## config.mk

```make
export PLATFORM = sky130hd
export DESIGN_NAME = rs232_tx_scheduler_flat
export DESIGN_NICKNAME = d
export VERILOG_FILES = /design/src/rtl/rs232_tx_scheduler_pkg.sv /design/src/rtl/rs232_tx_scheduler_if.sv /design/src/rtl/rs232_tx_scheduler_rr_arbiter_n.sv /design/src/rtl/rs232_tx_scheduler.sv /design/src/flat_wrapper.sv
export SDC_FILE = /design/constraint.sdc
export NUM_CORES = 1
export LEC_CHECK = 0
export BUFFER_PORTS_ARGS = -buffer_cell sky130_fd_sc_hd__clkbuf_2
export CAP_MARGIN = 15
export CORE_MARGIN = 2
export CORE_UTILIZATION = 45
export CTS_CLUSTER_DIAMETER = 200
export DETAILED_ROUTE_END_ITERATION = 10
export PLACE_DENSITY = 0.77
export REMOVE_ABC_BUFFERS = 1
export SYNTH_ARGS = -nofsm -noshare
export SYNTH_HDL_FRONTEND = slang
export SYNTH_HIERARCHICAL = 1
export SYNTH_SLANG_ARGS = --single-unit
export TNS_END_PERCENT = 20
```

## constraint.sdc

```tcl
create_clock -name clk_ref -period 2 [get_ports clk_ref]
set_input_delay 0 -clock clk_ref [delete_from_list [all_inputs] [get_ports clk_ref]]
set_output_delay 0 -clock clk_ref [all_outputs]
set_load 0.01 [all_outputs]
```

## src/rtl/rs232_tx_scheduler_pkg.sv

```systemverilog
// Shared types and constants for the RS232 transmit scheduler and receive-side blocks.
// Holds the FSM state encoding, frame geometry, idle line level and the word-to-frame packer.
package rs232_tx_scheduler_pkg;

  localparam int unsigned WORD_W     = 16;
  localparam int unsigned FRAME_BITS = 10;
  localparam int unsigned TICKS_WORD = 2 * FRAME_BITS;
  localparam int unsigned CNT_W      = 5;
  localparam logic        IDLE_LEVEL = 1'b1;

  typedef logic [WORD_W-1:0] word_t;

  typedef enum logic [2:0] {
    ST_IDLE   = 3'd0,
    ST_ARB    = 3'd1,
    ST_LAUNCH = 3'd2,
    ST_SHIFT  = 3'd3,
    ST_DONE   = 3'd4
  } state_e;

  // Two 8N1 frames, low byte first; bit 0 is the first bit on the line.
  function automatic logic [TICKS_WORD-1:0] frame_word(input word_t w);
    return {1'b1, w[15:8], 1'b0, 1'b1, w[7:0], 1'b0};
  endfunction

endpackage

```

## src/rtl/rs232_tx_scheduler_if.sv

```systemverilog
// Bundle between user logic / clock generator and the transmit scheduler.
//   sync_i     link synchronised (level)
//   clk_send_i one-cycle bit tick from the clock generator
//   req_i      per-requester word pending, held until ack
//   data_i     word of requester k at [16k+15:16k]
//   ack_o      one-cycle pulse per completed word
//   dv_o       start pulse to the clock generator
//   tx_o       serial line, idle high
//   busy_o     word in flight (launch through shift)
//   grant_o    requester being served
interface rs232_tx_scheduler_if #(
  parameter int unsigned N_REQ = 4,
  parameter int unsigned IDXW  = 2
);
  logic                  sync_i;
  logic                  clk_send_i;
  logic [N_REQ-1:0]      req_i;
  logic [16*N_REQ-1:0]   data_i;
  logic [N_REQ-1:0]      ack_o;
  logic                  dv_o;
  logic                  tx_o;
  logic                  busy_o;
  logic [IDXW-1:0]       grant_o;

  modport master (
    output sync_i, clk_send_i, req_i, data_i,
    input  ack_o, dv_o, tx_o, busy_o, grant_o
  );

  modport slave (
    input  sync_i, clk_send_i, req_i, data_i,
    output ack_o, dv_o, tx_o, busy_o, grant_o
  );
endinterface

```

## src/rtl/rs232_tx_scheduler_rr_arbiter_n.sv

```systemverilog
// Round-robin pick: first set request at or after ptr, wrapping N_REQ-1 -> 0.
//   req   request vector
//   ptr   search start index
//   grant chosen index (0 when none)
//   any   at least one request set
module rr_arbiter_n #(
  parameter int unsigned N_REQ = 4,
  parameter int unsigned IDXW  = 2
) (
  input  logic [N_REQ-1:0] req,
  input  logic [IDXW-1:0]  ptr,
  output logic [IDXW-1:0]  grant,
  output logic             any
);

  int unsigned idx;

  always_comb begin
    grant = '0;
    any   = 1'b0;
    idx   = 0;
    for (int unsigned i = 0; i < N_REQ; i++) begin
      idx = 32'(ptr) + i;
      if (idx >= N_REQ) idx = idx - N_REQ;
      if (!any && req[idx[IDXW-1:0]]) begin
        grant = IDXW'(idx);
        any   = 1'b1;
      end
    end
  end

endmodule

```

## src/rtl/rs232_tx_scheduler.sv

```systemverilog
// Shares one RS232 transmit path among N_REQ word requesters (round robin).
// Pulses dv_o to restart the clock generator, then shifts a 16-bit word out as
// two 8N1 frames on clk_send_i ticks. Transmits only while sync_i is held.
//   clk_ref    system clock
//   rst_global async active-low reset
//   bus        scheduler bundle (slave side)
module rs232_tx_scheduler
  import rs232_tx_scheduler_pkg::*;
#(
  parameter int unsigned N_REQ = 4,
  parameter int unsigned IDXW  = 2
) (
  input logic                  clk_ref,
  input logic                  rst_global,
  rs232_tx_scheduler_if.slave  bus
);

  state_e                state_q, state_d;
  logic [IDXW-1:0]       rr_q, rr_d;
  logic [IDXW-1:0]       grant_q, grant_d;
  logic [IDXW-1:0]       arb_grant;
  logic                  arb_any;
  logic [TICKS_WORD-1:0] sr_q, sr_d;
  logic [CNT_W-1:0]      cnt_q, cnt_d;
  logic                  tx_q, tx_d;
  logic                  dv_q, dv_d;
  logic                  busy_q, busy_d;
  logic [N_REQ-1:0]      ack_q, ack_d;
  logic                  tick_shift;
  logic                  last_tick;
  word_t                 sel_word;

  rr_arbiter_n #(.N_REQ(N_REQ), .IDXW(IDXW)) u_arb (
    .req   (bus.req_i),
    .ptr   (rr_q),
    .grant (arb_grant),
    .any   (arb_any)
  );

  assign sel_word   = bus.data_i[WORD_W*arb_grant +: WORD_W];
  // Ticks only count inside SHIFT, so a tick coincident with dv_o (LAUNCH) is dropped.
  assign tick_shift = (state_q == ST_SHIFT) && bus.clk_send_i;
  assign last_tick  = tick_shift && (cnt_q == CNT_W'(TICKS_WORD - 1));

  // State register
  always_ff @(posedge clk_ref or negedge rst_global) begin
    if (!rst_global) state_q <= ST_IDLE;
    else             state_q <= state_d;
  end

  // Next state; losing sync anywhere in ARB..SHIFT abandons the word
  always_comb begin
    state_d = state_q;
    unique case (state_q)
      ST_IDLE:   if (bus.sync_i) state_d = ST_ARB;
      ST_ARB:    if (!bus.sync_i) state_d = ST_IDLE;
                 else if (arb_any) state_d = ST_LAUNCH;
      ST_LAUNCH: state_d = bus.sync_i ? ST_SHIFT : ST_IDLE;
      ST_SHIFT:  if (!bus.sync_i) state_d = ST_IDLE;
                 else if (last_tick) state_d = ST_DONE;
      ST_DONE:   state_d = ST_IDLE;
      default:   state_d = ST_IDLE;
    endcase
  end

  // Next values of the registered outputs and datapath
  always_comb begin
    tx_d    = tx_q;
    dv_d    = 1'b0;
    busy_d  = (state_d == ST_LAUNCH) || (state_d == ST_SHIFT);
    ack_d   = '0;
    sr_d    = sr_q;
    cnt_d   = cnt_q;
    grant_d = grant_q;
    rr_d    = rr_q;

    unique case (state_d)
      ST_LAUNCH: begin
        dv_d    = 1'b1;
        grant_d = arb_grant;
        sr_d    = frame_word(sel_word);
        tx_d    = sr_d[0];
        cnt_d   = '0;
      end
      ST_SHIFT: begin
        if (tick_shift) begin
          sr_d  = sr_q >> 1;
          tx_d  = sr_q[1];
          cnt_d = cnt_q + CNT_W'(1);
        end
      end
      ST_DONE: begin
        tx_d           = IDLE_LEVEL;
        ack_d[grant_q] = 1'b1;
      end
      default: tx_d = IDLE_LEVEL;
    endcase

    // Pointer advances only on completion, so an aborted word keeps its turn
    if (state_q == ST_DONE) begin
      if (32'(grant_q) == N_REQ - 1) rr_d = '0;
      else                           rr_d = grant_q + IDXW'(1);
    end
  end

  // Output and datapath registers
  always_ff @(posedge clk_ref or negedge rst_global) begin
    if (!rst_global) begin
      tx_q    <= IDLE_LEVEL;
      dv_q    <= 1'b0;
      busy_q  <= 1'b0;
      ack_q   <= '0;
      sr_q    <= '0;
      cnt_q   <= '0;
      grant_q <= '0;
      rr_q    <= '0;
    end else begin
      tx_q    <= tx_d;
      dv_q    <= dv_d;
      busy_q  <= busy_d;
      ack_q   <= ack_d;
      sr_q    <= sr_d;
      cnt_q   <= cnt_d;
      grant_q <= grant_d;
      rr_q    <= rr_d;
    end
  end

  assign bus.tx_o    = tx_q;
  assign bus.dv_o    = dv_q;
  assign bus.busy_o  = busy_q;
  assign bus.ack_o   = ack_q;
  assign bus.grant_o = grant_q;

endmodule
```

## src/flat_wrapper.sv

```systemverilog
// flat-port wrapper written by rule: the top's interface ports become plain ports
module rs232_tx_scheduler_flat import rs232_tx_scheduler_pkg::*;
#(
  parameter int unsigned N_REQ = 4,
  parameter int unsigned IDXW  = 2
)
  (clk_ref, rst_global, bus_sync_i, bus_clk_send_i, bus_req_i, bus_data_i, bus_ack_o, bus_dv_o, bus_tx_o, bus_busy_o, bus_grant_o);
  rs232_tx_scheduler_if #(.N_REQ(N_REQ), .IDXW(IDXW)) bus_i ();
  input logic clk_ref;
  input logic rst_global;
  input wire logic [$bits(bus_i.sync_i)-1:0] bus_sync_i;
  input wire logic [$bits(bus_i.clk_send_i)-1:0] bus_clk_send_i;
  input wire logic [$bits(bus_i.req_i)-1:0] bus_req_i;
  input wire logic [$bits(bus_i.data_i)-1:0] bus_data_i;
  output wire logic [$bits(bus_i.ack_o)-1:0] bus_ack_o;
  output wire logic [$bits(bus_i.dv_o)-1:0] bus_dv_o;
  output wire logic [$bits(bus_i.tx_o)-1:0] bus_tx_o;
  output wire logic [$bits(bus_i.busy_o)-1:0] bus_busy_o;
  output wire logic [$bits(bus_i.grant_o)-1:0] bus_grant_o;
  assign bus_i.sync_i = bus_sync_i;
  assign bus_i.clk_send_i = bus_clk_send_i;
  assign bus_i.req_i = bus_req_i;
  assign bus_i.data_i = bus_data_i;
  assign bus_ack_o = bus_i.ack_o;
  assign bus_dv_o = bus_i.dv_o;
  assign bus_tx_o = bus_i.tx_o;
  assign bus_busy_o = bus_i.busy_o;
  assign bus_grant_o = bus_i.grant_o;
  rs232_tx_scheduler #(.N_REQ(N_REQ), .IDXW(IDXW)) u_core (.clk_ref(clk_ref), .rst_global(rst_global), .bus(bus_i));
endmodule
```

==> key figures <==
Synthesis
  – Syn_area_per_cell: 11.6 µm²
  – Library cells used by synthesis: 41
  – Flops & latches, synth: 38
  – Post-Syn Area: 0.00229 mm²
  – Cells after synthesis: 197
  – Number of synthesized flops with an enable pin: 0
  – Ys Warns: 6
  – Most used flip-flop cell after synthesis: dfrtp_1
  – Ys async rst share: 1.00
  – Sequential share of the synthesized area: 0.415

Critical path
  – Worst path arrival time: 2.24 ns
  – CP max FO: 7
  – Worst setup EP type: register
  – Req. time, crit path: 2.17 ns
  – Reg2Reg Setup Slack: -0.07 ns
  – FF-to-FF Start: u_core/rr_q[0]
  – Worst reg2reg path depth: 8
  – Crit Path Class: reg -> reg
  – Reg2reg end: u_core/sr_q[15]
  – CP startpoint kind: register

Clock tree
  – Worst skew pair latency: 0.30 ns
  – TritonCTS clock tree: done
  – Total clock sinks: 38
  – Clock root buffer: clkbuf_8
  – Total CTS buffers: 5
  – Max clock buf depth: 2
  – Worst-path clk slew: 0.07 ns
  – CTS H-tree lvls: 2

Power and ir drop
  – Combinational cell fraction of total power: 0.259
  – Total power: 2.09 mW
  – Clk pwr share: 0.261
  – Pint: 1.47 mW
  – Leakage power: 1.34 nW
  – Sequential Power Share: 0.480
  – Sw frac: 0.295
  – Psw: 0.617 mW
  – Worst vdd ir: 0.280 mV
  – Pwr/cell area: 706 mW/mm²

Floorplanning
  – Cell Rows: 25
  – Die width: 75.4 µm
  – Die area: 0.00568 mm²
  – # IOs: 81
  – Starting density of the core: 0.476
  – Core area: 0.00482 mm²
  – DIE HEIGHT: 75.4 µm

Drt
  – Metal-1 WL: 2170 µm
  – DRT antenna net count: 0
  – DR vias/cell: 5.44
  – First drt pass iteration count: 4
  – Final wirelength: 5210 µm
  – Top Metal Used: met4
  – Routed length per instance: 14.8 µm
  – Iter 0 DRT Violations: 97
  – Wire length on met2: 2640 µm
  – Via count: 1909
  – Drt drc: 0
  – Met3 WL post-DR: 313 µm

Global route
  – Global Route Usage Sum: 0.204
  – Largest net degree at the start of global routing: 39
  – Vias in the first global route: 1919
  – Total congestion overflow: 0
  – Initial antenna violation count: 0
  – Global-route wire length before repair: 8740 µm

Status
  – Status: complete, but fails checks
  – Failing checks: negative setup slack

Min path
  – Worst hold start: bus_sync_i
  – Worst Hold End: u_core/state_q[2]
  – Min-Delay Path Class: in -> reg
  – Hold Path Cell Cnt: 2

Placed design
  – Routability cong.: 0.786
  – Final HPWL DP: 3800 µm
  – Number of port buffers: 80
  – Pre-CTS WS: -0.102 ns
  – Placed Area: 0.00280 mm²

Timing
  – Tcrit/Tclk final: 1.03
  – Slack of the critical path: -0.0690 ns
  – Max-slew headroom: 0.384
  – RSZ-0062 raised after global routing: yes
  – Fin crit period: 2.07 ns
  – Worst-margin pin slew: 0.924 ns
  – Final hold violation count: 0
  – Clock Skew: 0.00611 ns
  – Max Clk Rate: 0.483 GHz
  – Final setup fails: 16
  – Final Max Slew Viols: 0

Flow run
  – Max-capacitance violation count: 0

Layout
  – Finished Core Util: 0.615
  – Share of cells above drive strength 1: 0.482
  – Ant. Diodes: 0
  – Post-layout instance area: 0.00296 mm²
  – P&R area growth vs syn: 29.1%
  – Final nets: 360
-- repair_timing --
item / 4_1_cts / 5_1_grt
setup buffers: 2 / 1
resized for setup: 1 / 3
setup endpoints to repair: 16 / 16
gates cloned: 1 / 0
pin swaps: 2 / 0
endpoints found under the hold margin: 37 / 0
hold buffers: 1 / 0
-- worst max-delay path, stage by stage (launching register included) --
cell and delay [ns]:
dfrtp_1 0.37, inv_2 0.04, a221o_1 0.34, a21oi_4 0.15, buf_4 0.16, buf_16 0.13, mux4_2 0.50, mux2i_2 0.18
a21oi_2 0.07
-- worst max path at each step --
stage,from,to,slack [ns],cells after the start
4_1_cts,u_core/rr_q[0],u_core/sr_q[16],-0.07,8
6_report,u_core/rr_q[0],u_core/sr_q[15],-0.07,8
2_1_floorplan,u_core/rr_q[0],u_core/sr_q[11],-1.12,6
5_1_grt,u_core/rr_q[0],u_core/sr_q[17],-0.17,8
3_3_place_gp,u_core/rr_q[0],u_core/sr_q[11],-0.04,7
3_5_place_dp,u_core/rr_q[0],u_core/sr_q[16],-0.10,7
-- registers in the layout, indices dropped and copies added, names as in the netlist --
| signal | flops |
|---|---|
| u_core/cnt_q | 5 |
| u_core/bus.dv_o | 1 |
| u_core/sr_q | 19 |
| u_core/bus.busy_o | 1 |
| u_core/state_q | 3 |
| u_core/bus.tx_o | 1 |
| u_core/bus.ack_o | 4 |
| u_core/rr_q | 2 |
| u_core/bus.grant_o | 2 |
-- power groups by stage --
stage	clock network, mW	registers, mW	logic (mW)
after detailed placement	0	1.01	0.524
after CTS	0.562	1.00	0.541
final	0.546	1.00	0.542
after global routing	0.590	1.02	0.601
after global placement	0	1.00	0.502
after floorplan	0	0.989	0.334
-- per-layer routing --
layer  vias to the layer above  GRT usage
met1                       932      0.261
li1                        901          -
met5                         -          0
met4                         0     0.0585
met2                        67      0.353
met3                         9     0.0437
-- Yosys cell counts (all sizes together), types with 2 or more instances --
master    n  area, µm²
and2      4       25.0
mux2i    17        170
a21oi    23        149
inv      13       48.8
buf      13       83.8
mux2      2       22.5
o21ai     6       30.0
nor3     18        101
ha        5       62.6
nand2b    2       12.5
o2bb2ai   3       26.3
nand3     5       25.0
nand2     7       26.3
and3      2       12.5
dfrtp    37        926
mux4     16        360
a22o      3       26.3
nor2      6       25.0
-- layout make-up --
type	instances	area [µm²]
fill	424	1860
multi-input combinational	132	1230
sequential	38	952
timing repair buffer	93	558
clock buffer	7	86.3
tap	67	83.8
inverter	13	48.8
clock inverter	1	5.00
-- through the flow --
step,hold slack (ns),std cells,TNS [ns]
after floorplan,-0.296,183,-19.00
after global placement,0.189,338,-0.298
after detailed placement,0.190,338,-1.14
after CTS,0.0157,350,-0.868
after global routing,0.0262,351,-2.23
final,0.0309,351,-0.684
-- cell families after synthesis --
group,share of synthesized area
multiplexers,0.241
buffers and inverters,0.0595
adder cells (fa/ha/maj),0.0273
AO/OA/AOI/OAI,0.130
AND/OR/NAND/NOR,0.127
flip-flops,0.415
-- layout by cell type, fill, tap and decap left out, drive strengths merged, types with 2 or more instances in the layout --
master	netlist	layout
inv	13	13
o2bb2ai	3	3
and2	4	4
nand3	5	5
nand2b	2	2
nor3	18	18
dfrtp	37	37
mux2	2	2
mux4	16	16
clkbuf	1	87
a21oi	23	23
ha	5	5
nor2	6	6
a22o	3	3
and3	2	2
buf	13	12
o21ai	6	6
mux2i	17	17
nand2	7	7
No activity file was read; power rests on OpenSTA's default activity.
